`config.mk`:
```
export PLATFORM = sky130hd
export DESIGN_NAME = btsw_seq
export DESIGN_NICKNAME = d
export VERILOG_FILES = /design/src/rtl/btsw_seq.sv
export SDC_FILE = /design/constraint.sdc
export NUM_CORES = 1
export LEC_CHECK = 0
export ABC_AREA = 1
export BUFFER_PORTS_ARGS = -buffer_cell sky130_fd_sc_hd__buf_2
export CAP_MARGIN = 0
export CORE_MARGIN = 4
export CORE_UTILIZATION = 37
export CTS_CLUSTER_DIAMETER = 30
export DETAILED_ROUTE_END_ITERATION = 10
export PLACE_DENSITY_LB_ADDON = 0.12
export SYNTH_ARGS = -nofsm -noshare
export SYNTH_HDL_FRONTEND = slang
export SYNTH_SLANG_ARGS = --single-unit
```
`constraint.sdc`:
```
create_clock -name CK -period 2.17 [get_ports CK]
set_input_delay 0.434 -clock CK [delete_from_list [all_inputs] [get_ports CK]]
set_output_delay 0.434 -clock CK [all_outputs]
set_load 0.03 [all_outputs]
```
`src/rtl/btsw_seq.sv`:
```
// Sequencing controller for NCH bootstrapped sampling switches sharing one SAR core.
// Per enabled channel: precharge, track pulse, non-overlap gap, then SOC/EOC handshake.
module btsw_seq #(
    parameter int NCH    = 4,
    parameter int CW     = 4,
    parameter int TOW    = 8,
    parameter int TO_CYC = 200,
    localparam int IW    = (NCH > 1) ? $clog2(NCH) : 1
) (
    input  logic           CK,
    input  logic           RSTN,
    input  logic           START,
    input  logic           CONT,
    input  logic [NCH-1:0] CH_EN,
    input  logic [CW-1:0]  PRE_CYC,
    input  logic [CW-1:0]  TRK_CYC,
    input  logic [CW-1:0]  NOV_CYC,
    input  logic           EOC,
    output logic [NCH-1:0] SMP_CK,
    output logic           SOC,
    output logic [IW-1:0]  CH_ID,
    output logic           BUSY,
    output logic           DONE,
    output logic           ERR
);

    typedef enum logic [2:0] {
        S_IDLE,
        S_PRE,
        S_TRK,
        S_NOV,
        S_CONV
    } state_t;

    state_t          state_q, state_d;
    logic [NCH-1:0]  en_l_q, en_l_d;
    logic [IW-1:0]   ch_q, ch_d;
    logic [CW-1:0]   cnt_q, cnt_d;
    logic [TOW-1:0]  tmo_q, tmo_d;
    logic            err_q, err_d;
    logic [NCH-1:0]  smp_ck_q, smp_ck_d;
    logic            soc_q, soc_d;
    logic [IW-1:0]   ch_id_q, ch_id_d;
    logic            busy_q, busy_d;
    logic            done_q, done_d;

    logic [CW-1:0]   pre_eff;
    logic [CW-1:0]   trk_eff;
    logic            hi_found;
    logic [IW-1:0]   hi_idx;
    logic            eoc_hit;
    logic            tmo_hit;

    function automatic logic [IW-1:0] lowest_set(input logic [NCH-1:0] m);
        logic [IW-1:0] r;
        r = '0;
        for (int i = NCH - 1; i >= 0; i--) begin
            if (m[i]) r = IW'(i);
        end
        return r;
    endfunction

    // Zero-length precharge and track windows collapse to a single cycle.
    assign pre_eff = (PRE_CYC == '0) ? CW'(1) : PRE_CYC;
    assign trk_eff = (TRK_CYC == '0) ? CW'(1) : TRK_CYC;

    assign eoc_hit = EOC && (tmo_q != '0);
    assign tmo_hit = (tmo_q == TOW'(TO_CYC));

    always_comb begin
        hi_found = 1'b0;
        hi_idx   = '0;
        for (int i = NCH - 1; i >= 0; i--) begin
            if (en_l_q[i] && (i > int'(ch_q))) begin
                hi_found = 1'b1;
                hi_idx   = IW'(i);
            end
        end
    end

    always_comb begin
        // NOTE: every signal gets a default first so no path leaves one unassigned (no latches).
        state_d = state_q;
        en_l_d  = en_l_q;
        ch_d    = ch_q;
        cnt_d   = cnt_q;
        tmo_d   = tmo_q;
        err_d   = err_q;
        done_d  = 1'b0;

        unique case (state_q)
            S_IDLE: begin
                if (START && (CH_EN != '0)) begin
                    en_l_d  = CH_EN;
                    ch_d    = lowest_set(CH_EN);
                    err_d   = 1'b0;
                    cnt_d   = pre_eff;
                    state_d = S_PRE;
                end
            end
            S_PRE: begin
                if (cnt_q <= CW'(1)) begin
                    cnt_d   = trk_eff;
                    state_d = S_TRK;
                end else begin
                    cnt_d = cnt_q - CW'(1);
                end
            end
            S_TRK: begin
                if (cnt_q <= CW'(1)) begin
                    if (NOV_CYC == '0) begin
                        tmo_d   = '0;
                        state_d = S_CONV;
                    end else begin
                        cnt_d   = NOV_CYC;
                        state_d = S_NOV;
                    end
                end else begin
                    cnt_d = cnt_q - CW'(1);
                end
            end
            S_NOV: begin
                if (cnt_q <= CW'(1)) begin
                    tmo_d   = '0;
                    state_d = S_CONV;
                end else begin
                    cnt_d = cnt_q - CW'(1);
                end
            end
            S_CONV: begin
                tmo_d = tmo_q + TOW'(1);
                if (eoc_hit || tmo_hit) begin
                    if (!eoc_hit) err_d = 1'b1;
                    if (hi_found) begin
                        ch_d    = hi_idx;
                        cnt_d   = pre_eff;
                        state_d = S_PRE;
                    end else if (CONT) begin
                        ch_d    = lowest_set(en_l_q);
                        cnt_d   = pre_eff;
                        state_d = S_PRE;
                    end else begin
                        done_d  = 1'b1;
                        state_d = S_IDLE;
                    end
                end
            end
            default: state_d = S_IDLE;
        endcase
    end

    // Switch/handshake outputs are registered decodes of the current state, one cycle behind it.
    always_comb begin
        smp_ck_d = (state_q == S_TRK) ? (NCH'(1) << ch_q) : '0;
        soc_d    = (state_q == S_CONV) && (tmo_q == '0);
        ch_id_d  = ch_q;
        busy_d   = (state_q != S_IDLE);
    end

    always_ff @(posedge CK) begin
        // NOTE: sequential state uses non-blocking assignments so all flops update from pre-edge values.
        if (!RSTN) begin
            state_q  <= S_IDLE;
            en_l_q   <= '0;
            ch_q     <= '0;
            cnt_q    <= '0;
            tmo_q    <= '0;
            err_q    <= 1'b0;
            smp_ck_q <= '0;
            soc_q    <= 1'b0;
            ch_id_q  <= '0;
            busy_q   <= 1'b0;
            done_q   <= 1'b0;
        end else begin
            state_q  <= state_d;
            en_l_q   <= en_l_d;
            ch_q     <= ch_d;
            cnt_q    <= cnt_d;
            tmo_q    <= tmo_d;
            err_q    <= err_d;
            smp_ck_q <= smp_ck_d;
            soc_q    <= soc_d;
            ch_id_q  <= ch_id_d;
            busy_q   <= busy_d;
            done_q   <= done_d;
        end
    end

    assign SMP_CK = smp_ck_q;
    assign SOC    = soc_q;
    assign CH_ID  = ch_id_q;
    assign BUSY   = busy_q;
    assign DONE   = done_q;
    assign ERR    = err_q;

endmodule

```
==> results.yml <==
run_status:
  status: "complete, no violations"
pwr:
  powerDensity_nw_per_um2: 1130
  max-vdd-ir-drop_mv: 0.404
  leakagePower_uw: 0.00109
  finalPower_uw: 2470
timing:
  finClkSkew_ns: 0.00523
  hold_viol_final: 0
  slew_headroom_pct: 70.6
  worstMarginPinSlew_ns: 0.440
  fmax_mhz: 573
  post-route-min-period_ns: 1.75
  tns_ns: 0
  rsz0062_at_grt: "false"
  slew_violations: 0
  setup_viol: 0
  period_share_pct: 80.5
floorplan:
  die_h_um: 78.6
  coreArea_um2: 4790
  ioPinCount: 31
  initial_core_util_pct: 38.5
  std_cell_rows: 25
  die_area_um2: 6180
  die_w_um: 78.6
placement:
  dpl.hpwl_mm: 3.30
  numPortBuffers: 30
  placedCellCount: 381
  routabilityCongestion: 0.817
global_route:
  grt-ovfl-total: 0
  grt_max_degree: 16
  grt_pass1_wl_mm: 6.96
  grt_usage_pct: 14.2
  grt_pass1_vias: 1605
  antenna_found_initial: 0
routing:
  post-route-drc-count: 0
  top_layer_used: "met4"
  met1_length_mm: 2.15
  wl_met2_mm: 1.80
  wl_met3_um: 177
  avgRoutedWirePerCell_um: 10.8
  dr.pass1.iters: 4
  via_per_inst: 4.56
  via_count: 1775
  first_iter_violations: 67
  drt_wl_total_mm: 4.21
  ant_nets: 0
cells_and_area:
  fill_cells: 521
  syn2layout_area_growth_pct: 18.8
  regArea_um2: 621
  instances_no_fill: 389
  layout_commonest_cell: "nand2_1"
  layout_common_cells: "79 x nand2_1, 41 x nor2_1, 33 x inv_1"
  drive_gt1_share_pct: 22.4
  layout.nets: 346
  antennaDiodeCount: 0
  multi_input_area_um2: 1050
setup_path:
  critPathMaxStageDelay_ns: 0.35
  cpMostUsedCell: "nand2_1"
  crit_start: "cnt_q[0]$_SDFFE_PN0P_"
  criticalPathCategory: "reg -> reg"
  worstSetupEndpointType: "flop"
  start_kind: "flop"
  worst-path-max-fanout: 8
  cp.required_ns: 2.35
  r2r-start: "cnt_q[0]$_SDFFE_PN0P_"
  crit_buf_inv: 3
  crit_chain: "inv_1 > ha_1 > inv_1 > nand2_1 > nand2_1 > inv_1 > nand3_2 > nand3_2 > nor2_4 > nand2_1 > nand2_1 > nor2_1"
  crit_path_top_delay_cell: "dfxtp_1"
  critical_path.top_delay_family: "simple AND/OR/NAND/NOR gates"
  cp.arrival_ns: 1.93
synthesis:
  yosys.area.top_type: "dfxtp_1"
  yosys_warnings: 0
  synth_top_area_share_pct: 33.6
  ys_ff_latch: 31
  netlist_area_um2: 1840
  synth.area.top_cells: "dfxtp_1 34%, nand2_1 16%, nor2_1 8.3%"
  syn_inst: 286
  synth_cell_types: 32
  ys_seq_area_share_pct: 33.6
  syn_area_per_cell_um2: 6.45
  synth_nets: 311
clock_tree:
  cts_buffer_depth: 2
  cts_tree: "yes"
  cts_resized: 0
  numCtsBuffers: 5
  post-cts-setup-buffers: 0
  cts.clk_slew.worst_paths_ns: 0.07
  cts_sinks: 31
  ctsHoldBuffers: 0
  clk_latency_ns: 0.28
  clockRootBuffer: "clkbuf_8"
  htreeDepth: 2
job:
  maxCapViolCount: 0
hold_path:
  hold_start: "CH_EN[2]"
  holdCritPathClass: "in -> reg"
[power breakdown]
group	leakage (µW)	switching (µW)	total [µW]	internal (µW)
Combinational	0.000773	730	1100	366
Clock	0.0000612	220	591	371
Sequential	0.000253	105	787	682
Total	0.00109	1050	2470	1420
[cells in the mapped netlist]
| cell type | number |
|---|---|
| nor2_2 | 3 |
| ha_1 | 4 |
| nor3b_2 | 1 |
| or2_1 | 1 |
| xor2_1 | 2 |
| dfxtp_1 | 31 |
| nand2_1 | 79 |
| a22oi_1 | 1 |
| o31ai_1 | 1 |
| nand2_2 | 6 |
| nand3b_1 | 1 |
| nand3_1 | 17 |
| clkbuf_1 | 2 |
| o22ai_2 | 1 |
| buf_2 | 1 |
| nor2_1 | 41 |
| nand3_2 | 3 |
| xnor2_1 | 1 |
| nor3_1 | 6 |
| nand3_4 | 1 |
| nand4_1 | 2 |
| o21ai_0 | 3 |
| o21ai_1 | 9 |
| nand2_4 | 3 |
| nor3_2 | 1 |
| inv_1 | 33 |
| a21oi_1 | 15 |
| o21bai_1 | 1 |
| a211oi_1 | 1 |
| a31oi_1 | 1 |
| nor2_4 | 3 |
| inv_2 | 11 |
[routing by layer]
layer,track usage (%),vias up
met5,0,-
met2,22.2,32
met4,6.82,0
met3,3.67,7
met1,18.1,766
li1,-,970
[worst reg2reg max path, cell delays in order (launching register included)]
cell	delay, ns
dfxtp_1	0.35
inv_1	0.08
ha_1	0.21
inv_1	0.07
nand2_1	0.07
nand2_1	0.14
inv_1	0.14
nand3_2	0.13
nand3_2	0.10
nor2_4	0.20
nand2_1	0.07
nand2_1	0.06
nor2_1	0.04
[sequential cells by signal, summed over array words and instances (netlist names)]
name,flops
BUSY,1
CH_ID,2
DONE,1
ERR,1
SMP_CK,4
SOC,1
ch_id_d,2
cnt_q,4
en_l_q,4
state_q,3
tmo_q,8
[layout make-up]
type | count | area share [%]
clock buffers | 6 | 3.77
flip-flops and latches | 31 | 28.3
clock inverters | 2 | 1.60
inverters | 44 | 7.54
multi-input cells | 208 | 47.7
repair buffers | 31 | 7.20
well taps | 67 | 3.83
[stage by stage]
step           hold slack, ns  setup WS, ns  util, %  cell area [µm²]
3_3_place_gp            0.434         0.506     43.3             2070
6_report                0.416         0.424     45.8             2190
3_5_place_dp            0.435         0.426     43.3             2070
5_1_grt                 0.432         0.202     45.8             2190
4_1_cts                 0.401         0.415     45.8             2190
2_1_floorplan           0.444         0.624        -             1840
[worst paths after layout]
kind / to / slack (ns) / cells past startpoint
max: cnt_q[1]$_SDFFE_PN0P_ / 0.42 / 12
min: en_l_q[2]$_SDFFE_PN0P_ / 0.42 / 3
max reg2reg: cnt_q[1]$_SDFFE_PN0P_ / 0.42 / 12
min reg2reg: ERR$_SDFFE_PN0P_ / 0.44 / 2
[cells by family after synthesis]
| logic type | Yosys count | share of synthesized area, % |
|---|---|---|
| XOR/XNOR | 3 | 1.42 |
| AO/OA/AOI/OAI | 33 | 9.97 |
| flip-flops | 31 | 33.7 |
| adder cells (fa/ha/maj) | 4 | 2.71 |
| AND/OR/NAND/NOR | 168 | 42.6 |
| buffers and inverters | 47 | 9.63 |
Note: power is estimated with default switching activity, not from simulation.
